===== src/rtl/mem_access_ctrl.sv =====
// mem_access_ctrl: one-outstanding-request memory access controller (load/store with fixed wait states)
// Ports:
//   clk, reset_n                  clock, asynchronous active-low reset
//   req_valid/req_ready           request handshake; req_op, req_addr, req_wdata latched on handshake
//   resp_valid                    one-cycle completion pulse; resp_rdata/resp_err hold until next completion
//   mem_en/mem_we                 one-cycle access strobe and write select
//   mem_addr/mem_wdata/mem_rdata  word-aligned address, write data, read data
//   busy                          controller not idle
// Optional macro MISALIGN_CHECK_EN: reject loads/stores whose addr[1:0] != 0 with resp_err.
package operationList;
    localparam logic [3:0] LOAD  = 4'h1;
    localparam logic [3:0] STORE = 4'h2;
endpackage

module mem_access_ctrl #(
    parameter int WAIT_CYCLES = 2,
    parameter int ADDR_W      = 32
) (
    input  logic              clk,
    input  logic              reset_n,
    input  logic              req_valid,
    output logic              req_ready,
    input  logic [3:0]        req_op,
    input  logic [ADDR_W-1:0] req_addr,
    input  logic [31:0]       req_wdata,
    output logic              resp_valid,
    output logic [31:0]       resp_rdata,
    output logic              resp_err,
    output logic              mem_en,
    output logic              mem_we,
    output logic [ADDR_W-1:0] mem_addr,
    output logic [31:0]       mem_wdata,
    input  logic [31:0]       mem_rdata,
    output logic              busy
);
    import operationList::*;

    typedef enum logic [1:0] {IDLE, ISSUE, WAIT, RESP} state_t;

    state_t     state, state_nx;
    logic [3:0] op_q, cnt;
    logic       hs, legal, reject, last_wait;

    assign hs        = req_valid && req_ready;
    assign legal     = req_op == LOAD || req_op == STORE;
    assign last_wait = state == WAIT && cnt == 4'd0;

`ifdef MISALIGN_CHECK_EN
    assign reject = !legal || req_addr[1:0] != 2'b00;
`else
    logic unused_lo;
    assign unused_lo = ^req_addr[1:0];
    assign reject    = !legal;
`endif

    always_ff @(posedge clk or negedge reset_n)
        if (!reset_n)
            state <= IDLE;
        else
            state <= state_nx;

    // Rejected requests bypass the memory entirely and complete next cycle.
    always_comb begin
        state_nx = state;
        case (state)
            IDLE:  state_nx = hs ? (reject ? RESP : ISSUE) : IDLE;
            ISSUE: state_nx = WAIT;
            WAIT:  state_nx = cnt == 4'd0 ? RESP : WAIT;
            RESP:  state_nx = IDLE;
        endcase
    end

    // req_ready is gated by reset_n so it reads low while reset is held.
    always_comb begin
        req_ready  = reset_n && state == IDLE;
        busy       = state != IDLE;
        mem_en     = state == ISSUE;
        mem_we     = state == ISSUE && op_q == STORE;
        resp_valid = state == RESP;
    end

    always_ff @(posedge clk or negedge reset_n)
        if (!reset_n) begin
            op_q       <= 4'd0;
            cnt        <= 4'd0;
            mem_addr   <= '0;
            mem_wdata  <= 32'd0;
            resp_rdata <= 32'd0;
            resp_err   <= 1'b0;
        end else begin
            if (hs) begin
                op_q      <= req_op;
                mem_addr  <= {req_addr[ADDR_W-1:2], 2'b00};
                mem_wdata <= req_wdata;
            end
            if (hs && reject) begin
                resp_rdata <= 32'd0;
                resp_err   <= 1'b1;
            end
            if (state == ISSUE)
                cnt <= 4'(WAIT_CYCLES);
            else if (state == WAIT && cnt != 4'd0)
                cnt <= cnt - 4'd1;
            // mem_rdata is valid in the final wait cycle; capture on its closing edge.
            if (last_wait) begin
                resp_rdata <= op_q == LOAD ? mem_rdata : 32'd0;
                resp_err   <= 1'b0;
            end
        end
endmodule


===== config.mk =====
export PLATFORM = sky130hd
export DESIGN_NAME = mem_access_ctrl
export DESIGN_NICKNAME = d
export VERILOG_FILES = /design/src/rtl/mem_access_ctrl.sv
export SDC_FILE = /design/constraint.sdc
export NUM_CORES = 1
export LEC_CHECK = 0
export ABC_AREA = 1
export BUFFER_PORTS_ARGS = -buffer_cell sky130_fd_sc_hd__buf_2
export CAP_MARGIN = 20
export CORE_ASPECT_RATIO = 2
export CORE_MARGIN = 2
export CORE_UTILIZATION = 35
export DETAILED_ROUTE_END_ITERATION = 12
export PLACE_DENSITY_LB_ADDON = 0.05
export SYNTH_ARGS = -nofsm -noshare
export SYNTH_HDL_FRONTEND = slang
export SYNTH_SLANG_ARGS = --single-unit

===== constraint.sdc =====
create_clock -name clk -period 1.66 [get_ports clk]
set_clock_uncertainty 0.15 [all_clocks]
set_input_delay 0.332 -clock clk [delete_from_list [all_inputs] [get_ports clk]]
set_output_delay 0.332 -clock clk [all_outputs]
set_load 0.01 [all_outputs]

==> impl_results.md, run 1 <==
* TritonRoute pass-1 iters at 4
* First-pass GRT wire length at 18100 um
* Worst path max stage delay at 0.44 ns
* R2R Path Start: state[0]$_DFF_PN0_
* Vias in the first global route at 3726
* CP Capture Type: primary output
* Endpoints failing setup at 79
* Drt initial violations at 152
* Violated checks: negative setup slack
* Mapped cell area at 0.00428 sq mm
* Port Buf Inserts at 200
* Syn Inst Count at 479
* Largest net degree at the start of global routing at 106
* Power Density at 1590 mW/mm^2
* FMAX at 0.560 GHz
* Aggregate global routing overflow at 0
* Inst Count DP at 812
* Highest-delay cell along the critical path: dfrtp_2
* Ant diodes at 0
* Row count at 57
* Dpl hpwl at 8040 um
* Hold path endpoint: mem_wdata[11]$_DFFE_PN0P_
* Initial antenna violation count at 0
* Max clock buf depth at 2
* Final GP Congestion at 0.752
* Clock transition at the registers of the reported paths at 0.07 ns
* Slew headroom at 56.2%
* Top cell by count, worst path: inv_2
* Antenna viol nets, final at 0
* Final Hold Vio Count at 0
* Die X at 82.2 um
* Final Cycle Share at 108%
* Sinks on Clock Net at 105
* Most frequent cells in the layout: nand2_1, buf_2, dfrtp_1
* Worst skew pair latency at 0.34 ns
* Slew @ Worst Pin at 0.657 ns
* Mean routed wirelength per cell at 14.5 um
* Die Area at 0.0132 sq mm
* Final slew viol count at 0
* Mean Syn Cell Area at 8.94 sq um
* Root Driver: clkbuf_16
* Critical path type: reg -> out
* H-Tree Depth at 3
* Worst-path maximum fanout at 3
* Io pins at 205
* Core Box Area at 0.0121 sq mm
* Fin cells at 839
* Final core area utilization at 50.0%
* Unrepaired setup endpoints after global routing: yes
* Critical path arrival at 1.30 ns
* Post-Route WL at 12200 um
* R2r setup slk at -0.05 ns
* Worst hold path class: in -> reg
* Worst-case vdd ir drop at 0.864 mV
* GRT Total Usage at 17.7%
* R2R depth at 10
* #FFs+latches synth at 105
* Via count at 3779
* Post-route setup slack at -0.127 ns
* Crit-path cells: inv_2 > ha_2 > nand2_1 > inv_2 > buf_2
* Via density per instance at 4.50
* TritonCTS clock tree: done
* Most common cell after layout, fill and taps aside: nand2_1
* TritonCTS buffer count at 9
* Status: finished, violations left
* Seq/Total Area, Yosys at 61.3%
* # Max-Cap Violations at 0
* Critical R2R Capture: resp_rdata[26]$_DFFE_PN0P_
* Fraction of layout cells with a size suffix above 1 at 38.0%
* Area Overhead vs Synth at 40.6%
* # DRC at 0
* Fin nets at 796
* Hold Crit Depth at 3
* Post-layout min period at 1.79 ns
* DIE HEIGHT at 160 um
* Leak Pwr at 3.59 nW
* Yosys warns at 0
* Initial Utilization at 35.5%
* Startpoint class of the critical path: flop
* WP data required at 1.18 ns
* Library cells used by synthesis at 25
* Worst Min Path Start: req_wdata[11]
* Setup crit start: state[0]$_DFF_PN0_
==> area by class of cell <==
type | count | area (sq um)
flip-flops and latches | 105 | 2630
clock inverters | 5 | 38.8
repair buffers | 222 | 1380
inverters | 13 | 56.3
multi-input cells | 337 | 1500
well taps | 147 | 184
fillers | 1219 | 6030
clock buffers | 10 | 239
==> Yosys cell counts, drive strengths merged <==
master | instances | area (sq um)
a21boi | 1 | 7.51
a21oi | 1 | 5.00
buf | 20 | 145
clkbuf | 5 | 18.8
conb | 1 | 3.75
dfrtp | 105 | 2630
ha | 5 | 62.6
inv | 13 | 48.8
nand2 | 275 | 1060
nand3 | 36 | 193
nand3b | 1 | 7.51
nand4 | 1 | 6.26
nor2 | 8 | 53.8
nor4 | 1 | 6.26
o211ai | 1 | 7.51
o21ai | 4 | 20.0
xor2 | 1 | 8.76
==> cells by family (layout without fill, tap and decap cells) <==
kind of cell,count (synthesis),in the layout,synth area share (%)
AOI/OAI and AO/OA,7,7,0.935
other,1,2,0.0875
and+or+nand+nor,322,322,31.0
buffers and inverters,38,250,4.96
xor gates and xnor gates,1,1,0.204
DFF,105,105,61.3
adders and majority gates,5,5,1.46
==> worst max path at each step <==
stage	slack, ns	end
4_1_cts	-0.17	mem_we
5_1_grt	-0.21	req_ready
2_1_floorplan	0.07	mem_we
3_3_place_gp	0.03	resp_err$_DFFE_PN0P_
6_report	-0.13	req_ready
3_5_place_dp	-0.02	resp_rdata[6]$_DFFE_PN0P_
==> worst max-delay path: cells and delay by family, from the launching register on <==
kind	cells	cell delay, ns
adders and majority gates	1	0.19
and+or+nand+nor	1	0.07
buffers and inverters	3	0.27
DFF	1	0.44
==> layer usage <==
metal  wire, um  vias up  GRT usage, %  share of wire (%)
li1           -     1879             -                  -
met1       4680     1742          20.8                 38
met2       6410      136          29.8                 53
met3        793       22          4.49                6.5
met4        323        0          7.20                2.6
met5          0        -             0                  0
==> report_power, final <==
| group | leakage [nW] | switching (mW) | internal [mW] |
|---|---|---|---|
| clock network | 0.136 | 0.959 | 1.06 |
| logic | 2.10 | 1.99 | 1.51 |
| registers | 1.35 | 0.550 | 3.51 |
| total | 3.59 | 3.50 | 6.08 |
==> registers in the layout, indices dropped and copies added, names as in the netlist <==
| register | cells |
|---|---|
| cnt | 4 |
| op_q | 4 |
| resp_err | 1 |
| resp_rdata | 32 |
| state | 2 |
| mem_addr | 30 |
| mem_wdata | 32 |
==> stage by stage <==
stage	setup TNS [ns]	power, mW	hold WS (ns)	setup WS [ns]	area, sq um
floorplan	0	5.83	-0.114	0.0721	4290
global placement	0	7.28	0.307	0.0337	5460
detailed placement	-0.382	7.35	0.310	-0.0217	5460
CTS	-1.79	9.47	0.0190	-0.173	5780
global route	-12.93	10.3	0.0279	-0.212	6020
finish	-1.55	9.59	0.0282	-0.127	6020
==> repair_timing <==
action / in CTS / in global routing
resized for setup: 6 / 23
hold buffers: 1 / 0
setup endpoints to repair: 37 / 109
endpoints found under the hold margin: 37 / 0
buffers inserted: 1 / 5
pin swaps: 1 / 1
gates cloned: 0 / 5
Note: power is estimated with default switching activity, not from simulation.
==> run 2, diff against run 1 <==
--- a/config.mk
+++ b/config.mk
@@ -5,7 +5,7 @@
 export SDC_FILE = /design/constraint.sdc
 export NUM_CORES = 1
 export LEC_CHECK = 0
-export ABC_AREA = 1
+export ABC_AREA = 0
 export BUFFER_PORTS_ARGS = -buffer_cell sky130_fd_sc_hd__buf_2
 export CAP_MARGIN = 20
 export CORE_ASPECT_RATIO = 2
==> impl_results.md, run 2 <==
* # fillers at 983 (-19%)
* Dpl hpwl at 7070 um (-12%)
* Fraction of layout cells with a size suffix above 1 at 70.7% (+33 points)
* Worst skew pair latency at 0.33 ns (about the same)
* Slew @ Worst Pin at 0.584 ns (-0.0730 ns)
* Post-CTS Hold Buffers at 0 (-1)
* Via density per instance at 4.92 (+9.1%)
* Post-route setup slack at -0.246 ns (-0.120 ns)
* Endpoints failing setup at 107 (+35%)
* Sequential share of power at 37.7% (-4.6 points)
* Inst Count DP at 616 (-24%)
* GRT Total Usage at 17.2% (-0.51 points)
* Port Buf Inserts at 200 (unchanged)
* WP data required at 1.73 ns (+0.55 ns)
* Largest regs: mem_wdata x32, resp_rdata x32, mem_addr x30
* # DRC at 0 (unchanged)
* EDFF count, synth at 0 (unchanged)
* Max clock buf depth at 2 (unchanged)
* Post-route cell area at 0.00668 sq mm (+11%)
* Power Density at 1630 mW/mm^2 (+2.6%)
* Io pins at 205 (unchanged)
* Status: finished, violations left
* Worst-path maximum fanout at 5 (+2)
* TritonCTS clock tree: done
* Root Driver: clkbuf_16
* Most frequent cells after synthesis: dfrtp_1, mux2_2, a32o_1
* Final Cycle Share at 115% (+7.2 points)
* Largest net degree at the start of global routing at 106 (unchanged)
* Total power at 10.9 mW (+14%)
* Area contributors post-synth: dfrtp_1, mux2_2, a32o_1
* Clock transition at the registers of the reported paths at 0.06 ns (about the same)
* Startpoint class of the critical path: flop
* Most frequent cells in the layout: buf_2, dfrtp_1, mux2_4
* Ant diodes at 0 (unchanged)
* Most common cell after layout, fill and taps aside: buf_2
* Core Box Area at 0.0116 sq mm (-4.1%)
* Final GP Congestion at 0.730 (-3.0%)
* Drt initial violations at 196 (+29%)
* R2R depth at 9 (-1)
* Fin nets at 616 (-23%)
* R2R Path Start: state[1]$_DFF_PN0_
* TritonRoute pass-1 iters at 4 (unchanged)
* Slew headroom at 61.1% (+4.9 points)
* Mean Syn Cell Area at 15.7 sq um (+75%)
* Violated checks: negative hold slack, negative setup slack
* Leak Pwr at 3.39 nW (-5.6%)
* Initial antenna violation count at 0 (unchanged)
* Unrepaired setup endpoints after global routing: yes
* Asr flop ratio synth at 100% (unchanged)
* Sinks on Clock Net at 105 (unchanged)
* Worst hold path class: in -> async
* Sw Pwr at 3.33 mW (-5.0%)
* Mapped cell area at 0.00410 sq mm (-4.2%)
* Ys flop type: dfrtp_1
* Post-Route WL at 11300 um (-7.5%)
* Final core area utilization at 57.7% (+7.8 points)
* H-Tree Depth at 3 (unchanged)
* Comb pwr share at 41.9% (+5.4 points)
* Via count at 3230 (-15%)
* Setup slack at placement at -0.238 ns (-0.216 ns)
* Fin cells at 657 (-22%)
* Vias in the first global route at 3324 (-11%)
* TritonCTS buffer count at 9 (unchanged)
* # Max-Cap Violations at 0 (unchanged)
* R2r setup slk at -0.25 ns (-0.20 ns)
* Clk pwr share at 20.4% (-0.7 points)
* Post-layout min period at 1.91 ns (+0.120 ns)
* DIE HEIGHT at 157 um (-2.1%)
* Initial Utilization at 35.5% (-0.047 points)
* Hold slack at -0.00101 ns (-0.0292 ns)
* Area Overhead vs Synth at 62.7%
* CP Capture Type: flop
* Die X at 80.6 um (-2.0%)
* Most common cell in the synthesized netlist: dfrtp_1
* Seq/Total Area, Yosys at 64.0% (+2.7 points)
* #FFs+latches synth at 105 (unchanged)
* Mean routed wirelength per cell at 17.2 um (+18%)
* Worst-case vdd ir drop at 0.941 mV (+8.9%)
* Critical R2R Capture: resp_rdata[16]$_DFFE_PN0P_
* Syn Inst Count at 262 (-45%)
* Sw frac at 30.5% (-6.0 points)
* Yosys warns at 0 (unchanged)
* Final Hold Vio Count at 3 (+3)
* Yosys top cell by area: dfrtp_1
* Final setup TNS at -18.87 ns (-17.32 ns)
* Placed cell area at 0.00548 sq mm (+0.25%)
* Aggregate global routing overflow at 0 (unchanged)
* Antenna viol nets, final at 0 (unchanged)
* Critical path arrival at 1.98 ns (+0.68 ns)
* FMAX at 0.525 GHz (-6.3%)
* Die Area at 0.0127 sq mm (-4.0%)
* Library cells used by synthesis at 30 (+20%)
* Critical path type: reg -> reg
* Share of the synthesized area in the top cell type at 64.0% (+2.7 points)
* Final slew viol count at 0 (unchanged)
* First-pass GRT wire length at 16700 um (-7.7%)
* Internal at 7.57 mW (+25%)
* Row count at 56 (-1.8%)
-- run 2: changes by cell type after synthesis, sizes merged, moves of 2 or more --
cell    delta
nor2       -8
a31o       +2
nor4       +3
nand3     -36
a32o      +32
buf        -2
nand2    -273
clkbuf     -3
inv        -4
mux2      +66
-- run 2: what timing repair did --
item                                   4_1_cts  5_1_grt
setup endpoints to repair                  105      109
setup buffers                               13       13
pin swaps                                   11       34
gates cloned                                 8        3
endpoints found under the hold margin        0        0
resized for setup                           75       59
-- run 2: area by class of cell --
type | count | area, sq um | share of cell area (%)
clock buffers | 10 | 239 | 3.58
clock inverters | 5 | 80.1 | 1.20
inverters | 9 | 33.8 | 0.506
multi-input cells | 129 | 1710 | 25.6
flip-flops and latches | 105 | 2630 | 39.4
well taps | 145 | 181 | 2.72
repair buffers | 254 | 1800 | 27.0
-- run 2: logic make-up (layout without fill, tap and decap cells) --
logic type / count (synthesis) / in the layout / share of synthesized area [%]
flops: 105 / 105 / 64.0
mux: 66 / 66 / 18.1
compound gates: 42 / 42 / 9.63
buf+inv: 29 / 278 / 3.93
simple gates: 13 / 13 / 2.47
fa+ha+maj: 5 / 5 / 1.52
other cells: 1 / 2 / 0.0914
xor+xnor: 1 / 1 / 0.213
-- run 2: worst max-delay path: stages (launching register included) --
cell and delay, ns:
dfrtp_1 0.40, inv_2 0.08, buf_6 0.09, ha_4 0.12, and3_4 0.20, buf_6 0.11
o31ai_4 0.13, buf_12 0.17, buf_16 0.12, a32o_1 0.21
-- run 2: worst max-delay path by stage --
stage / slack [ns] / depth (start not counted) / from / to
2_1_floorplan: -0.12 / 7 / state[1]$_DFF_PN0_ / mem_wdata[0]$_DFFE_PN0P_
3_3_place_gp: -0.14 / 7 / state[1]$_DFF_PN0_ / resp_rdata[3]$_DFFE_PN0P_
3_5_place_dp: -0.24 / 5 / state[0]$_DFF_PN0_ / cnt[3]$_DFFE_PN0P_
4_1_cts: -0.35 / 6 / state[1]$_DFF_PN0_ / mem_we
5_1_grt: -0.31 / 9 / state[1]$_DFF_PN0_ / resp_rdata[2]$_DFFE_PN0P_
6_report: -0.25 / 9 / state[1]$_DFF_PN0_ / resp_rdata[16]$_DFFE_PN0P_
-- run 2: power groups by stage --
stage / sequential (mW) / clock [mW] / combinational, mW
floorplan: 4.44 / 0 / 1.33
CTS: 4.06 / 2.29 / 4.15
global route: 4.23 / 2.43 / 4.88
detailed placement: 4.04 / 0 / 3.33
finish: 4.11 / 2.23 / 4.57
global placement: 4.00 / 0 / 3.24
-- run 2: layer usage --
metal	GRT usage, %	up-vias	share of wire (%)
li1	-	1463	-
met1	21.5	1603	39
met2	28.4	151	51
met3	4.64	13	8.5
met4	5.89	0	1.5
met5	0	-	0
==> run 3, diff against run 2 <==
--- a/config.mk
+++ b/config.mk
@@ -12,7 +12,9 @@
 export CORE_MARGIN = 2
 export CORE_UTILIZATION = 35
 export DETAILED_ROUTE_END_ITERATION = 12
+export GPL_TIMING_DRIVEN = 0
 export PLACE_DENSITY_LB_ADDON = 0.05
+export SLEW_MARGIN = 15
 export SYNTH_ARGS = -nofsm -noshare
 export SYNTH_HDL_FRONTEND = slang
 export SYNTH_SLANG_ARGS = --single-unit
==> impl_results.md, run 3 (synthesis results as in run 2) <==
* CP Capture Type: flop
* Fraction of layout cells with a size suffix above 1 at 69.4% (-1.3 points)
* FMAX at 0.536 GHz (+2.2%)
* TritonCTS buffer count at 9 (unchanged)
* Sinks on Clock Net at 105 (unchanged)
* Via count at 3245 (+0.46%)
* Area Overhead vs Synth at 64.7%
* TritonRoute pass-1 iters at 4 (unchanged)
* Die Area at 0.0127 sq mm (unchanged)
* TritonCTS clock tree: done
* Initial antenna violation count at 0 (unchanged)
* Met3 Usage GRT at 4.93% (+0.29 points)
* Final setup TNS at -17.78 ns (+1.09 ns)
* Met1 usage at 21.1% (-0.35 points)
* Met2 usage at 23.5% (-4.9 points)
* Fin nets at 623 (+1.1%)
* First-pass GRT wire length at 15400 um (-7.7%)
* Via density per instance at 4.88 (-0.74%)
* WP data required at 1.73 ns (about the same)
* # DRC at 0 (unchanged)
* Aggregate global routing overflow at 0 (unchanged)
* Slew @ Worst Pin at 0.597 ns (+0.0130 ns)
* Leak Pwr at 3.45 nW (+1.8%)
* Post-Route WL at 11100 um (-1.3%)
* Port Buf Inserts at 200 (unchanged)
* Final Hold Vio Count at 53 (+50)
* Slew headroom at 59.9% (-1.1 points)
* Worst-path maximum fanout at 5 (unchanged)
* Total power at 10.6 mW (-2.5%)
* Critical path arrival at 1.94 ns (-0.04 ns)
* DIE HEIGHT at 157 um (unchanged)
* Hold slack at -0.143 ns (-0.142 ns)
* Core Box Area at 0.0116 sq mm (unchanged)
* GRT Total Usage at 15.8% (-1.4 points)
* Startpoint class of the critical path: flop
* Clock transition at the registers of the reported paths at 0.07 ns (about the same)
* Final Cycle Share at 112% (-2.4 points)
* Violated checks: negative hold slack, negative setup slack
* Drt initial violations at 102 (-48%)
* Most frequent cells in the layout: buf_2, dfrtp_1, mux2_4
* Antenna viol nets, final at 0 (unchanged)
* Setup slack at placement at -0.735 ns (-0.497 ns)
* Setup crit start: state[0]$_DFF_PN0_
* Most common cell after layout, fill and taps aside: buf_2
* Worst skew pair latency at 0.34 ns (about the same)
* Post-route setup slack at -0.206 ns (+0.0403 ns)
* Worst hold path class: in -> async
* Root Driver: clkbuf_16
* Largest regs: mem_wdata x32, resp_rdata x32, mem_addr x30
* Dpl hpwl at 6780 um (-4.1%)
* Row count at 56 (unchanged)
* Post-CTS Hold Buffers at 3 (+3)
* Status: finished, violations left
* Final core area utilization at 58.5% (+0.70 points)
* Unrepaired setup endpoints after global routing: yes
* H-Tree Depth at 3 (unchanged)
* Vias in the first global route at 3068 (-7.7%)
* Endpoints failing setup at 106 (-0.93%)
* Critical path type: reg -> reg
* Max clock buf depth at 2 (unchanged)
* Ant diodes at 0 (unchanged)
* Final GP Congestion at 0.739 (+1.3%)
* Mean routed wirelength per cell at 16.8 um (-2.5%)
* Worst-case vdd ir drop at 1.07 mV (+14%)
* Die X at 80.6 um (unchanged)
* R2R Path Start: state[0]$_DFF_PN0_
* # fillers at 979 (-0.41%)
* Final slew viol count at 0 (unchanged)
* Post-layout min period at 1.87 ns (-0.0403 ns)
* GRT busiest layer: met2
* Power Density at 1570 mW/mm^2 (-3.7%)
* Initial Utilization at 35.5% (unchanged)
* Largest net degree at the start of global routing at 42 (-60%)
* Io pins at 205 (unchanged)
* # Max-Cap Violations at 0 (unchanged)
run 3: changes by cell type in the layout (fill, tap and decap cells not counted), sizes merged:
cell,before,now
buf,251,247
clkinv,1,2
clkinvlp,2,1
bufbuf,0,1
clkbuf,13,23
bufinv,2,1
o31ai,1,2
dlygate4sd3,0,1
run 3: what timing repair did:
action,in CTS,in global routing
pin swaps,3,8
setup endpoints to repair,107,108
gates cloned,3,12
resized for setup,77,63
setup buffers,11,12
hold endpoints to repair,25,71
run 3: metal layers:
layer  vias to the layer above  wire length [um]  part of all wire, %
li1                       1479                 -                    -
met1                      1612              4670                   42
met2                       145              5290                   47
met3                         9               997                  8.9
met4                         0               184                  1.7
met5                         -                 0                    0
run 3: cell type report:
type	instances	area [sq um]	share of cell area, %
plain buffers	19	239	3.54
repair buffers	241	1690	24.9
clock buffers	12	256	3.80
multi-input cells	130	1680	24.9
inverters	9	36.3	0.537
well taps	145	181	2.68
clock inverters	4	51.3	0.759
flip-flops and latches	105	2630	38.9
run 3: metrics by stage:
step	hold WS (ns)	std cells	cell area, sq um
floorplan	-0.114	263	4150
global route	-0.132	665	6760
finish	-0.143	665	6760
detailed placement	0.0662	609	5360
CTS	-0.144	642	6170
global placement	0.336	608	5330
run 3: power by group:
| part | leakage (nW) | internal, mW | switching, mW |
|---|---|---|---|
| clock | 0.149 | 1.25 | 0.917 |
| sequential | 1.31 | 3.51 | 0.527 |
| combinational | 1.99 | 2.64 | 1.78 |
run 3: final timing paths:
check	endpoint	slack, ns	depth (start not counted)
worst min-delay path	resp_rdata[9]$_DFFE_PN0P_	-0.14	2
max in group asynchronous	cnt[2]$_DFFE_PN0P_	0.68	4
worst min register to register	mem_addr[22]$_DFFE_PN0P_	0.35	1
worst max register to register	mem_wdata[1]$_DFFE_PN0P_	-0.21	7
min in group clk	resp_rdata[23]$_DFFE_PN0P_	0.06	2
worst max-delay path	mem_wdata[1]$_DFFE_PN0P_	-0.21	7
run 3: critical path, stage by stage (launching register included):
cell	delay, ns
dfrtp_1	0.40
inv_2	0.11
ha_4	0.16
and3_4	0.22
buf_12	0.11
buf_12	0.13
clkbuf_16	0.15
mux2_4	0.29
